## config.mk

```make
export PLATFORM = sky130hd
export DESIGN_NAME = seq_detect_prog_flat
export DESIGN_NICKNAME = d
export VERILOG_FILES = /design/src/rtl/seq_detect_pkg.sv /design/src/rtl/seq_detect_prog_if.sv /design/src/rtl/seq_hist_sreg.sv /design/src/rtl/seq_detect_prog.sv /design/src/flat_wrapper.sv
export SDC_FILE = /design/constraint.sdc
export NUM_CORES = 1
export LEC_CHECK = 0
export ABC_AREA = 1
export CELL_PAD_IN_SITES_DETAIL_PLACEMENT = 1
export CELL_PAD_IN_SITES_GLOBAL_PLACEMENT = 2
export CORE_MARGIN = 2
export CORE_UTILIZATION = 24
export DETAILED_ROUTE_END_ITERATION = 6
export HOLD_SLACK_MARGIN = 0.15
export PLACE_DENSITY = 0.77
export SYNTH_ARGS = -nofsm -noshare
export SYNTH_HDL_FRONTEND = slang
export SYNTH_HIERARCHICAL = 1
export SYNTH_SLANG_ARGS = --single-unit
```

## constraint.sdc

```tcl
create_clock -name clk -period 1.9 [get_ports clk]
set_input_delay 0.475 -clock clk [delete_from_list [all_inputs] [get_ports clk]]
set_output_delay 0.475 -clock clk [all_outputs]
set_load 0.01 [all_outputs]
```

## src/rtl/seq_detect_pkg.sv

```systemverilog
// rtl/seq_detect_pkg.sv - shared FSM state type and parameter legal ranges for seq_detect_prog
package seq_detect_pkg;

   localparam int PAT_LEN_MIN = 2;
   localparam int PAT_LEN_MAX = 16;
   localparam int CNT_W_MIN   = 1;
   localparam int CNT_W_MAX   = 16;

   typedef enum logic [1:0] {
      IDLE  = 2'b00,
      HUNT  = 2'b01,
      MATCH = 2'b10
   } state_t;

endpackage

```

## src/rtl/seq_detect_prog_if.sv

```systemverilog
// rtl/seq_detect_prog_if.sv - serial stream, pattern load and match status bundle for seq_detect_prog
interface seq_detect_prog_if #(
   parameter int PAT_LEN = 4,
   parameter int CNT_W   = 8
);

   logic               in;
   logic               in_valid;
   logic               pat_load;
   logic [PAT_LEN-1:0] pat_data;
   logic               overlap;
   logic               out;
   logic [CNT_W-1:0]   match_cnt;
   logic               busy;

   modport master (
      output in, in_valid, pat_load, pat_data, overlap,
      input  out, match_cnt, busy
   );

   modport slave (
      input  in, in_valid, pat_load, pat_data, overlap,
      output out, match_cnt, busy
   );

endinterface

```

## src/rtl/seq_hist_sreg.sv

```systemverilog
// rtl/seq_hist_sreg.sv - history shift register plus saturating fill counter
// hist_nxt and full describe the state as it would be once din is shifted in.
module seq_hist_sreg
   import seq_detect_pkg::*;
#(
   parameter int PAT_LEN = 4
) (
   input  logic               clk,
   input  logic               rst,
   input  logic               clear,
   input  logic               shift,
   input  logic               clear_fill,
   input  logic               din,
   output logic [PAT_LEN-1:0] hist_nxt,
   output logic               full
);

   localparam int FW = $clog2(PAT_LEN + 1);

   logic [PAT_LEN-1:0] hist;
   logic [FW-1:0]      fill;
   logic [FW-1:0]      fill_inc;

   if (PAT_LEN < PAT_LEN_MIN || PAT_LEN > PAT_LEN_MAX) begin : g_bad_len
      $error("seq_hist_sreg: PAT_LEN out of range");
   end

   assign hist_nxt = {hist[PAT_LEN-2:0], din};
   assign fill_inc = (fill == FW'(PAT_LEN)) ? fill : fill + 1'b1;
   assign full     = (fill_inc == FW'(PAT_LEN));

   always_ff @(posedge clk) begin
      if (rst || clear) begin
         hist <= '0;
         fill <= '0;
      end else if (shift) begin
         hist <= hist_nxt;
         fill <= clear_fill ? '0 : fill_inc;
      end
   end

endmodule

```

## src/rtl/seq_detect_prog.sv

```systemverilog
// rtl/seq_detect_prog.sv - programmable serial pattern detector with optional match counter
// Define SEQ_DETECT_CNT_EN to build the saturating match counter; otherwise match_cnt is tied to 0.
module seq_detect_prog
   import seq_detect_pkg::*;
#(
   parameter int                 PAT_LEN = 4,
   parameter logic [PAT_LEN-1:0] DEF_PAT = 4'b1011,
   parameter int                 CNT_W   = 8
) (
   input logic               clk,
   input logic               rst,
   seq_detect_prog_if.slave  bus
);

   state_t             state;
   state_t             state_nxt;
   logic [PAT_LEN-1:0] pat;
   logic [PAT_LEN-1:0] hist_nxt;
   logic               full;
   logic               consume;
   logic               hit;

   if (CNT_W < CNT_W_MIN || CNT_W > CNT_W_MAX) begin : g_bad_cnt_w
      $error("seq_detect_prog: CNT_W out of range");
   end

   // A bit arriving alongside pat_load belongs to the old pattern and is dropped.
   assign consume = bus.in_valid && !bus.pat_load;
   assign hit     = consume && full && (hist_nxt == pat);

   seq_hist_sreg #(
      .PAT_LEN (PAT_LEN)
   ) u_hist (
      .clk        (clk),
      .rst        (rst),
      .clear      (bus.pat_load),
      .shift      (consume),
      .clear_fill (hit && !bus.overlap),
      .din        (bus.in),
      .hist_nxt   (hist_nxt),
      .full       (full)
   );

   always_ff @(posedge clk) begin
      if (rst) begin
         state <= IDLE;
         pat   <= DEF_PAT;
      end else begin
         state <= state_nxt;
         if (bus.pat_load) begin
            pat <= bus.pat_data;
         end
      end
   end

   always_comb begin
      state_nxt = state;
      case (state)
         IDLE:    state_nxt = HUNT;
         HUNT:    if (hit) state_nxt = MATCH;
         MATCH:   state_nxt = hit ? MATCH : HUNT;
         default: state_nxt = IDLE;
      endcase
      if (bus.pat_load) begin
         state_nxt = HUNT;
      end
   end

   assign bus.out  = (state == MATCH);
   assign bus.busy = (state == HUNT);

`ifdef SEQ_DETECT_CNT_EN
   logic [CNT_W-1:0] cnt;

   always_ff @(posedge clk) begin
      if (rst) begin
         cnt <= '0;
      end else if (state_nxt == MATCH && cnt != '1) begin
         cnt <= cnt + 1'b1;
      end
   end

   assign bus.match_cnt = cnt;
`else
   assign bus.match_cnt = '0;
`endif

endmodule

```

## src/flat_wrapper.sv

```systemverilog
// flat-port wrapper written by rule: the top's interface ports become plain ports
module seq_detect_prog_flat import seq_detect_pkg::*;
#(
   parameter int                 PAT_LEN = 4,
   parameter logic [PAT_LEN-1:0] DEF_PAT = 4'b1011,
   parameter int                 CNT_W   = 8
)
  (clk, rst, bus_in, bus_in_valid, bus_pat_load, bus_pat_data, bus_overlap, bus_out, bus_match_cnt, bus_busy);
  seq_detect_prog_if #(.PAT_LEN(PAT_LEN), .CNT_W(CNT_W)) bus_i ();
  input logic clk;
  input logic rst;
  input wire logic [$bits(bus_i.in)-1:0] bus_in;
  input wire logic [$bits(bus_i.in_valid)-1:0] bus_in_valid;
  input wire logic [$bits(bus_i.pat_load)-1:0] bus_pat_load;
  input wire logic [$bits(bus_i.pat_data)-1:0] bus_pat_data;
  input wire logic [$bits(bus_i.overlap)-1:0] bus_overlap;
  output wire logic [$bits(bus_i.out)-1:0] bus_out;
  output wire logic [$bits(bus_i.match_cnt)-1:0] bus_match_cnt;
  output wire logic [$bits(bus_i.busy)-1:0] bus_busy;
  assign bus_i.in = bus_in;
  assign bus_i.in_valid = bus_in_valid;
  assign bus_i.pat_load = bus_pat_load;
  assign bus_i.pat_data = bus_pat_data;
  assign bus_i.overlap = bus_overlap;
  assign bus_out = bus_i.out;
  assign bus_match_cnt = bus_i.match_cnt;
  assign bus_busy = bus_i.busy;
  seq_detect_prog #(.PAT_LEN(PAT_LEN), .DEF_PAT(DEF_PAT), .CNT_W(CNT_W)) u_core (.clk(clk), .rst(rst), .bus(bus_i));
endmodule
```

== Yosys cells after proc, flatten, opt, wreduce, memory -nomap -nowiden ==
Index checks and enable logic that the tools add are counted.

* Bits in registers: 12
* Bits of input ports: 10
* Logic and storage cells: 28

* Add/sub/neg operators: 1
* Equality and inequality tests: 7
* Muxes and demuxes: 6
* Reductions and logical operators: 9

{| class="wikitable"
|+ Operator list
! kind !! number
|-
| == test 3 bit (second input constant) || 2
|-
| 2-to-1 mux 3 bit || 2
|-
| one-hot mux 2 bit (3 select lines) || 1
|-
| == test 4 bit || 1
|-
| logical AND 1 bit || 4
|-
| 2-to-1 mux 2 bit || 2
|-
| adder 3 x 1 -> 3 bit (second input constant) || 1
|-
| inequality test 3 x 2 -> 1 bit (second input constant) || 1
|-
| == test 2 x 1 -> 1 bit (second input constant) || 1
|-
| == test 2 bit (second input constant) || 1
|-
| zero test 1 bit || 2
|-
| zero test 2 bit || 1
|-
| inequality test 2 x 1 -> 1 bit (second input constant) || 1
|-
| OR reduction 2 bit || 1
|-
| logical OR 1 bit || 1
|-
| 2-to-1 mux 1 bit || 1
|}

== Longest topological paths before layout ==
* Word-level depth: 8
* Mapped depth: 13

== Cells and area by module ==
The synthesis kept the hierarchy.

{| class="wikitable"
|+ Modules (own cells, without submodules)
! module !! times used !! cells each !! area each (um2) !! seq. area each (um2)
|-
| seq_detect_prog || 1 || 61 || 414.1 || 120.1
|-
| seq_hist_sreg || 1 || 44 || 316.6 || 120.1
|}

== Worst setup path after synthesis ==
No wires, ideal clock.

* Path kind: reg-to-reg
* Start: register u_core.u_hist.fill[0]
* End: register u_core.u_hist.fill[0]
* Setup time: 0.114 ns
* Arrival: 1.544 ns
* Setup slack: 0.242 ns
* Cell stages (with the launch flop): 13
* Clock period less this slack: 1.658 ns
* Path through: dfxtp_1 > inv_1 > ha_1 > inv_1 > nand2_1 > a21oi_1 > nand3_2 > nor2_2 > nand3_2 > nor2_1 > nor2_4 > nand3_2 > a21oi_2

* Longest elaborated chain between the ends: 7
* Elaborated cells on any way between the ends: 8

{| class="wikitable"
|+ Ends and longest elaborated chain
! what !! RTL line !! text
|-
| start, declared || seq_hist_sreg.sv:21 || <nowiki>logic [FW-1:0] fill;</nowiki>
|-
| start signal, assigned || seq_hist_sreg.sv:38 || <nowiki>fill <= clear_fill ? '0 : fill_inc;</nowiki>
|-
| adder 3 x 1 -> 3 bit / == test 3 bit (equally long branches) || seq_hist_sreg.sv:29 || <nowiki>assign fill_inc = (fill == FW'(PAT_LEN)) ? fill : fill + 1'b1;</nowiki>
|-
| 2-to-1 mux 3 bit (*) || seq_hist_sreg.sv:29 ||
|-
| == test 3 bit (*) || seq_hist_sreg.sv:30 || <nowiki>assign full = (fill_inc == FW'(PAT_LEN));</nowiki>
|-
| named net u_core.full || seq_detect_prog.sv:19 || <nowiki>logic full;</nowiki>
|-
| logical AND 1 bit (*) (2 in series) || seq_detect_prog.sv:29 || <nowiki>assign hit = consume && full && (hist_nxt == pat);</nowiki>
|-
| logical AND 1 bit (*) || seq_detect_prog.sv:38 || <nowiki>.clear_fill (hit && !bus.overlap),</nowiki>
|-
| 2-to-1 mux 3 bit (*) || seq_hist_sreg.sv:38 ||
|}

Mark *: on every way through the listed nets, which the timed path passes. The rest lies on a longest branch.
A chain may end at the register's enable or synchronous reset.

== Final worst setup path ==
* Start: register u_core.state[1]
* End: output port bus_out

* Longest elaborated chain between the ends: 1

{| class="wikitable"
|+ Ends and longest elaborated chain
! what !! RTL line !! text
|-
| start, declared || seq_detect_prog.sv:15 || <nowiki>state_t state;</nowiki>
|-
| start signal, assigned || seq_detect_prog.sv:49 || <nowiki>state <= state_nxt;</nowiki>
|-
| == test 2 bit || seq_detect_prog.sv:69 || <nowiki>assign bus.out = (state == MATCH);</nowiki>
|-
| end, declared || flat_wrapper.sv:17 || <nowiki>output wire logic [$bits(bus_i.out)-1:0] bus_out;</nowiki>
|}

Every way passes these cells.

==> summary.txt <==
Outcome
  – Status: complete, no violations

Timing
  – Tmin final: around 1800 ps
  – Setup repair after global routing missed its margin: no
  – PnR worst setup slack: 129 ps
  – Fmax: around 0.56 GHz
  – Pins Over Slew Limit: 0
  – Clk_skew: between 5 and 6 ps
  – Final Cycle Share: between 90% and 100%
  – Final count of hold timing violations: 0
  – Final setup vio count: 0
  – Setup_tns: 0 ps

Worst hold path
  – Hold/Removal Path Class: reg -> reg
  – Hold depth: 2
  – HP Start: u_core/u_hist/hist[2]
  – Hold endpoint: u_core/u_hist/hist[2]

Clocking
  – Worst skew pair latency: 270 ps
  – CTS Sinks: 12
  – CTS root buffer: clkbuf_4
  – Buffer depth of the longest clock path: 2
  – Register clock-pin slew on the reported worst setup and hold paths: about 90 ps
  – H-tree lvl count: 1
  – Num CTS Buffers: 3
  – Post-CTS Hold Buffers: 0
  – CTS tree: done

Yosys
  – Top cell type's share of synthesized area: 32.9%
  – Register area share after synthesis: about a third
  – Synth area leaders: dfxtp_1, nand2_1, buf_4
  – Most frequent cell after synthesis: nand2_1
  – Synth Area per Inst: 6.96 sq um
  – FF+latch count, synth: 12
  – Synthesized area: ~730 sq um
  – Ys async rst share: 0%
  – Synth area leader: dfxtp_1
  – Ys flop type: dfxtp_1
  – Synth cell count leaders: nand2_1, inv_1, dfxtp_1
  – Mapped Cells: between 100 and 150
  – Netlist cell types: 21
  – Post-synth EDFFs: 0
  – YS warnings: 6

Critical path
  – Critical path capture point type: primary output
  – Crit Reg-Reg Endpoint: u_core/u_hist/fill[2]
  – R2R Setup Slk: around 160 ps
  – CP Max Fanout: 5
  – Slowest cell on crit path: clkdlybuf4s50_1
  – Worst path cell trace: inv_1 > nor2_1 > clkdlybuf4s50_1
  – CP required: roughly 1400 ps
  – Startpoint type of the worst setup path: flip-flop
  – Max stage delay on crit path: about 530 ps
  – Kind of critical path: reg -> out
  – R2r worst-path depth: 12
  – Reg2Reg Launch Point: u_core/u_hist/fill[0]
  – Critical Path AT: ~1300 ps

Cells and area
  – Share of cells above drive strength 1: 19.5%
  – Synthesis-to-layout area growth: 26.2%
  – Fin nets: 136
  – Antenna cells: 0

Power and ir drop
  – Worst vdd ir: roughly 250 uV
  – Switch share: between 20% and 30%
  – Share of total power in the clock network: between 30% and 40%
  – Cell Int Power: ~0.42 mW
  – P_leak: approximately 0.4 nW
  – NetSw: ~0.15 mW
  – Pwr dens: 613 nW/um^2
  – Sequential share of power: between 40% and 50%
  – Gate power share: 15.4%

Route
  – Vias after detailed routing: about 640
  – Initial DRC Count: 14
  – Router iterations before antenna repair: 4
  – DRC: 0
  – WL per Instance: 10.1 um
  – Final WL: 1580 um
  – Vias per Instance: ~4.1
  – Final ANT Viol Nets: 0

Floorplanning
  – Die X: about 59 um
  – Initial Util: 24.5%
  – Die area: ~3500 sq um
  – Row cnt: 20
  – Num ports: 20
  – Core ar.: between 2000 and 3000 sq um
  – Die height: just under 60 um

Placed design
  – Final HPWL DP: 1300 um
  – Place WS: between 30 and 40 ps
  – Port Buffers: 11
  – Routability Congestion: between 0.6 and 0.7

Global routing
  – First-pass GRT wire length: around 2600 um
  – GR Util All Layers: 10.1%
  – Total gr overflow: 0
  – Vias in the first global route: 606
  – Initial antenna violation count: 0
  – Largest net degree at the start of global routing: 8

Flow run
  – Max Cap Viol: 0
==> final cells by class <==
class	instances	area, sq um
fill	371	2060
multi-input combinational	72	368
sequential	12	243
timing repair buffer	18	165
inverter	17	68.8
tap	33	41.3
clock buffer	4	36.3
==> stage by stage <==
stage	util (%)	hold slack (ps)	std cells	power (mW)	instance area, sq um
3_3_place_gp	29.5	467	152	0.359	877
5_1_grt	31.0	526	156	0.598	922
3_5_place_dp	29.5	478	152	0.361	877
6_report	31.0	486	156	0.565	922
2_1_floorplan	-	450	112	0.334	757
4_1_cts	30.7	491	156	0.579	913
==> power by group through the flow <==
stage               Sequential [mW]  Clock (mW)  Combinational (mW)
floorplan                     0.271           0              0.0625
detailed placement            0.273           0              0.0881
global route                  0.268       0.232              0.0986
global placement              0.272           0              0.0862
finish                        0.267       0.211              0.0872
CTS                           0.267       0.224              0.0885
==> registers in the layout (all words and copies together), names as in the netlist <==
register / flops
u_core/u_hist/hist: 3
u_core/pat: 4
u_core/u_hist/fill: 3
u_core/state: 2
==> metal layers <==
layer | global-route usage, % | part of all wire, %
met2 | 16.3 | 50
met5 | 0 | 0
met4 | 4.87 | 0.95
met3 | 2.62 | 2.7
met1 | 12.3 | 46
==> repair_timing <==
action,CTS,global route
setup endpoints to repair,0,5
setup buffers,0,0
gates resized for setup,0,4
==> cells in the final DEF (no fill, tap or decap), drive strengths merged, types with 2 or more instances in the layout <==
cell           instances
o21ai                  5
nor2                  10
clkbuf                 4
ha                     2
a21oi                 11
buf                    7
inv                   17
conb                   8
nand2                 28
dfxtp                 12
nand3                  5
clkdlybuf4s50         10
==> cells by family after synthesis <==
group | count (synthesis) | share of synthesized area (%)
buf+inv | 28 | 20.9
compound gates | 17 | 12.5
fa+ha+maj | 2 | 3.42
simple gates | 44 | 27.6
xor+xnor | 1 | 2.23
other cells | 1 | 0.513
flops | 12 | 32.9
==> critical path: cells and delay by family, from the launching register on <==
family	cells	cell delay, ps
DFF	1	370
and+or+nand+nor	1	70
buffers and inverters	2	580
==> worst max-delay path by stage <==
stage                          start               endpoint  slack, ps
2_1_floorplan  u_core/u_hist/fill[0]  u_core/u_hist/fill[0]        240
3_3_place_gp            bus_pat_load  u_core/u_hist/fill[0]         60
3_5_place_dp            bus_pat_load  u_core/u_hist/fill[2]         30
4_1_cts              u_core/state[0]               bus_busy         20
5_1_grt        u_core/u_hist/fill[0]  u_core/u_hist/fill[1]          4
6_report             u_core/state[1]                bus_out        130
No activity file was read; power rests on OpenSTA's default activity.
